$ cat config.mk
export PLATFORM = sky130hd
export DESIGN_NAME = pipe_stage_reg
export DESIGN_NICKNAME = d
export VERILOG_FILES = /design/src/rtl/pipe_stage_reg.sv
export SDC_FILE = /design/constraint.sdc
export NUM_CORES = 1
export LEC_CHECK = 0
export ABC_AREA = 1
export CAP_MARGIN = 20
export CORE_MARGIN = 1
export CORE_UTILIZATION = 39
export DETAILED_ROUTE_END_ITERATION = 8
export PLACE_DENSITY = 0.85
export SETUP_SLACK_MARGIN = 0.1
export SYNTH_ARGS = -nofsm -noshare
export SYNTH_HDL_FRONTEND = slang
export SYNTH_SLANG_ARGS = --single-unit
$ cat constraint.sdc
create_clock -name clk -period 1.79 [get_ports clk]
set_clock_uncertainty 0.05 [all_clocks]
set_input_delay 0.537 -clock clk [delete_from_list [all_inputs] [get_ports clk]]
set_output_delay 0.537 -clock clk [all_outputs]
set_load 0.02 [all_outputs]
$ cat src/rtl/pipe_stage_reg.sv
// pipe_stage_reg: STAGES-deep pipeline register with stall/flush and bubble tracking.
// Define PIPE_STAGE_REG_PERF_EN to build saturating stall/flush event counters.
module pipe_stage_reg #(
  parameter int                DATA_W        = 32,
  parameter int                CTRL_W        = 8,
  parameter int                STAGES        = 1,
  parameter logic [CTRL_W-1:0] CTRL_CLR_MASK = {CTRL_W{1'b1}},
  parameter int                CNT_W         = 16
) (
  input  logic              clk,
  input  logic              rst_n,
  input  logic              in_valid,
  input  logic [CTRL_W-1:0] in_ctrl,
  input  logic [DATA_W-1:0] in_data,
  input  logic              stall,
  input  logic              flush,
  output logic              out_valid,
  output logic [CTRL_W-1:0] out_ctrl,
  output logic [DATA_W-1:0] out_data,
  output logic [CNT_W-1:0]  stall_cnt,
  output logic [CNT_W-1:0]  flush_cnt
);

  logic              valid_r     [STAGES];
  logic [CTRL_W-1:0] ctrl_r      [STAGES];
  logic [DATA_W-1:0] data_r      [STAGES];

  logic              src_valid_s [STAGES];
  logic [CTRL_W-1:0] src_ctrl_s  [STAGES];
  logic [DATA_W-1:0] src_data_s  [STAGES];

  logic              valid_s     [STAGES];
  logic [CTRL_W-1:0] ctrl_s      [STAGES];
  logic [DATA_W-1:0] data_s      [STAGES];

  // Stage 0 loads from the upstream inputs, stage k from stage k-1.
  assign src_valid_s[0] = in_valid;
  assign src_ctrl_s[0]  = in_ctrl;
  assign src_data_s[0]  = in_data;

  for (genvar g = 1; g < STAGES; g++) begin : g_chain
    assign src_valid_s[g] = valid_r[g-1];
    assign src_ctrl_s[g]  = ctrl_r[g-1];
    assign src_data_s[g]  = data_r[g-1];
  end

  // Next-state per stage: flush beats stall beats load. Bubbles still carry ctrl/data.
  always_comb begin
    for (int k = 0; k < STAGES; k++) begin
      valid_s[k] = valid_r[k];
      ctrl_s[k]  = ctrl_r[k];
      data_s[k]  = data_r[k];
      if (flush) begin
        valid_s[k] = 1'b0;
        ctrl_s[k]  = ctrl_r[k] & ~CTRL_CLR_MASK;
        data_s[k]  = data_r[k];
      end else if (stall) begin
        valid_s[k] = valid_r[k];
        ctrl_s[k]  = ctrl_r[k];
        data_s[k]  = data_r[k];
      end else begin
        valid_s[k] = src_valid_s[k];
        ctrl_s[k]  = src_ctrl_s[k];
        data_s[k]  = src_data_s[k];
      end
    end
  end

  // Stage flops with synchronous active-low reset.
  always_ff @(posedge clk) begin
    for (int k = 0; k < STAGES; k++) begin
      if (!rst_n) begin
        valid_r[k] <= 1'b0;
        ctrl_r[k]  <= {CTRL_W{1'b0}};
        data_r[k]  <= {DATA_W{1'b0}};
      end else begin
        valid_r[k] <= valid_s[k];
        ctrl_r[k]  <= ctrl_s[k];
        data_r[k]  <= data_s[k];
      end
    end
  end

  assign out_valid = valid_r[STAGES-1];
  assign out_ctrl  = ctrl_r[STAGES-1];
  assign out_data  = data_r[STAGES-1];

`ifdef PIPE_STAGE_REG_PERF_EN
  logic [CNT_W-1:0] stall_cnt_r;
  logic [CNT_W-1:0] flush_cnt_r;
  logic             stall_acc_s;

  // Counters stick at all ones rather than wrapping.
  function automatic logic [CNT_W-1:0] sat_inc(input logic [CNT_W-1:0] v);
    return (&v) ? v : v + {{(CNT_W-1){1'b0}}, 1'b1};
  endfunction

  // A stall that coincides with a flush is not accepted and is not counted.
  assign stall_acc_s = stall & ~flush;

  // Performance counters, cleared by reset.
  always_ff @(posedge clk) begin
    if (!rst_n) begin
      stall_cnt_r <= {CNT_W{1'b0}};
      flush_cnt_r <= {CNT_W{1'b0}};
    end else begin
      stall_cnt_r <= stall_acc_s ? sat_inc(stall_cnt_r) : stall_cnt_r;
      flush_cnt_r <= flush ? sat_inc(flush_cnt_r) : flush_cnt_r;
    end
  end

  assign stall_cnt = stall_cnt_r;
  assign flush_cnt = flush_cnt_r;
`else
  assign stall_cnt = {CNT_W{1'b0}};
  assign flush_cnt = {CNT_W{1'b0}};
`endif

endmodule

==> metrics.md <==
| Metric | Value |
|---|---|
| Clock-pin slew on the worst setup and hold paths | `70 ps` |
| Outcome | `complete, no violations` |
| Worst R2R End | `ctrl_r[0][5]$_SDFFE_PP0N_` |
| Critical path depth | `1` |
| Final std cell area, no fill | `2690 um2` |
| Overflow after GRT | `0` |
| Dpl hpwl | `3.03 mm` |
| Routed WL | `around 3.9 mm` |
| Number of setup violations in the final report | `0` |
| Initial antenna violation count | `0` |
| Core outline area | `4500 um2` |
| CTS Root Cell | `clkbuf_8` |
| Worst r2r src | `ctrl_r[0][5]$_SDFFE_PP0N_` |
| Worst VDD drop | `about 0.51 mV` |
| Pwr Density | `751 nW/um2` |
| CTS tree | `built` |
| Skew-Pair Late Insertion Delay | `280 ps` |
| Die height | `71.6 um` |
| Yosys cell types | `12` |
| 1st-pass router iterations | `4` |
| Clock Sinks | `41` |
| CP Capture Point | `out_ctrl[6]` |
| # H-tree levels | `2` |
| Row Count | `24` |
| Required @ worst endpoint | `1200 ps` |
| Gr usage total | `0.159` |
| Final Max Slew Viols | `0` |
| Part of the cycle the worst path needs | `0.879` |
| Initial Util | `0.419` |
| CTS buffer count | `5` |
| Die X | `71.6 um` |
| Cell taking the most area after synthesis | `dfxtp_1` |
| Antenna-violating nets left | `0` |
| Reg2reg setup slack | `1140 ps` |
| Share of cells above drive strength 1 | `0.0359` |
| Fin. Hold Viols | `0` |
| Share of the yosys chip area belonging to registers | `0.435` |
| Crit path from | `ctrl_r[0][6]$_SDFFE_PP0N_` |
| Placed cell area | `about 2700 um2` |
| Register Area | `821 um2` |
| Filler cells | `445` |
| DRC | `0` |
| Slowest-stage cell, CP | `dlygate4sd2_1` |
| Pin count of the biggest net entering global routing | `35` |
| CP Class | `register to primary output` |
| Post-CTS setup buffer count | `0` |
| Worst path max stage delay | `360 ps` |
| Max-Cap Viols | `0` |
| CP cell instances | `dlygate4sd2_1` |
| ANT cells | `0` |
| Syn Area/Cell | `6.84 um2` |
| Tmin final | `approximately 1600 ps` |
| Synth warn | `0` |
| Most common cell after layout, fill and taps aside | `nand2_1` |
| Hold Crit Class | `register to register` |
| WP data arrival | `approximately 990 ps` |
| Vias per inst | `4.06` |
| DR iter-0 viols | `81` |
| # IOs | `between 100 and 150` |
| Most frequent cells in the layout | `nand2_1 (83), nor2_1 (64), clkdlybuf4s50_1 (44)` |
| DR WL/cell | `9.46 um` |
| PortBufs | `85` |
| Crit Path Max Fanout | `2` |
| Final TNS setup | `0 ps` |
| Area contributors post-synth | `dfxtp_1 (43%), nand2_1 (17%), buf_4 (14%)` |
| #FFs+latches synth | `41` |
| RePlAce Congestion | `0.696` |
| R2r worst-path depth | `2` |
| Worst hold slack | `between 400 and 500 ps` |
| RSZ-0062 raised after global routing | `no` |
| WP buf/inv | `1` |
| Layout Utilization | `0.596` |
| Area of the multi-input gates | `728 um2` |
| Max Freq | `0.636 GHz` |
| Die footprint | `between 5000 and 6000 um2` |
| CP Launch Type | `register` |
| Top-area cell type share of the netlist area | `0.435` |
| P_leak | `0.00147 uW` |
| Vias in the first global route | `1522` |
| Crit-path leading delay family | `buffers and inverters` |
| Vias | `about 1700` |
| Endpoint class of the critical path | `primary output` |
| Synth-to-Final Area Change | `42.3%` |
| Cell count after synthesis | `about 280` |
| Nets@finish | `406` |
| Netlist Area Pre-Place | `1890 um2` |
| Clock buffer depth | `2` |
| First-pass GRT wire length | `6.40 mm` |
Yosys cell counts:
library cell and n:
clkbuf_1 3, nand2_1 83, a21oi_1 9, buf_2 1, nor2_1 64, dfxtp_1 41, buf_6 5, buf_4 34
conb_1 1, inv_1 33, nor2_4 1, clkinv_1 1
flip-flops by register name, summed over array words and instances, names as in the netlist:
name	cells
data_r	32
ctrl_r	8
valid_r	1
logic make-up after synthesis:
kind of cell / share of synthesized area
flops: 0.435
buf+inv: 0.241
simple gates: 0.298
other cells: 0.00199
compound gates: 0.0239
where the power goes:
group	internal [uW]	leakage, uW	switching (uW)
combinational	194	0.00109	258
clock	270	0.0000450	304
sequential	966	0.000338	24.5
stage by stage:
stage | cells | setup slack (ps) | total power, uW
floorplan | 307 | 550 | 1330
global placement | 406 | 22.1 | 1490
detailed placement | 406 | -33.4 | 1510
CTS | 414 | 205 | 2040
global route | 414 | 180 | 2120
finish | 414 | 217 | 2020
what timing repair did:
item / CTS / global route
resized for setup: 41 / 0
setup endpoints to repair: 41 / 0
hold buffers: 0 / 0
routing by layer:
| metal | up-vias | global-route usage | part of all wire |
|---|---|---|---|
| met1 | 718 | 0.174 | 0.39 |
| met3 | 5 | 0.0436 | 0.072 |
| met5 | - | 0 | 0 |
| met4 | 0 | 0.0654 | 0.012 |
| met2 | 61 | 0.290 | 0.53 |
| li1 | 898 | - | - |
layout make-up:
class	count	area share
repair buffers	90	0.321
flip-flops and latches	41	0.306
multi-input cells	189	0.271
inverters	34	0.0475
clock buffers	6	0.0270
well taps	52	0.0242
clock inverters	2	0.00373
worst min path at each step:
stage / startpoint / to / cells past startpoint
after global placement: ctrl_r[0][7]$_SDFFE_PP0N_ / ctrl_r[0][7]$_SDFFE_PP0N_ / 2
after CTS: ctrl_r[0][7]$_SDFFE_PP0N_ / ctrl_r[0][7]$_SDFFE_PP0N_ / 2
final: ctrl_r[0][7]$_SDFFE_PP0N_ / ctrl_r[0][7]$_SDFFE_PP0N_ / 2
after global routing: ctrl_r[0][2]$_SDFFE_PP0N_ / ctrl_r[0][2]$_SDFFE_PP0N_ / 2
after detailed placement: ctrl_r[0][2]$_SDFFE_PP0N_ / ctrl_r[0][2]$_SDFFE_PP0N_ / 2
after floorplan: ctrl_r[0][7]$_SDFFE_PP0N_ / ctrl_r[0][7]$_SDFFE_PP0N_ / 2
Note: power is estimated with default switching activity, not from simulation.
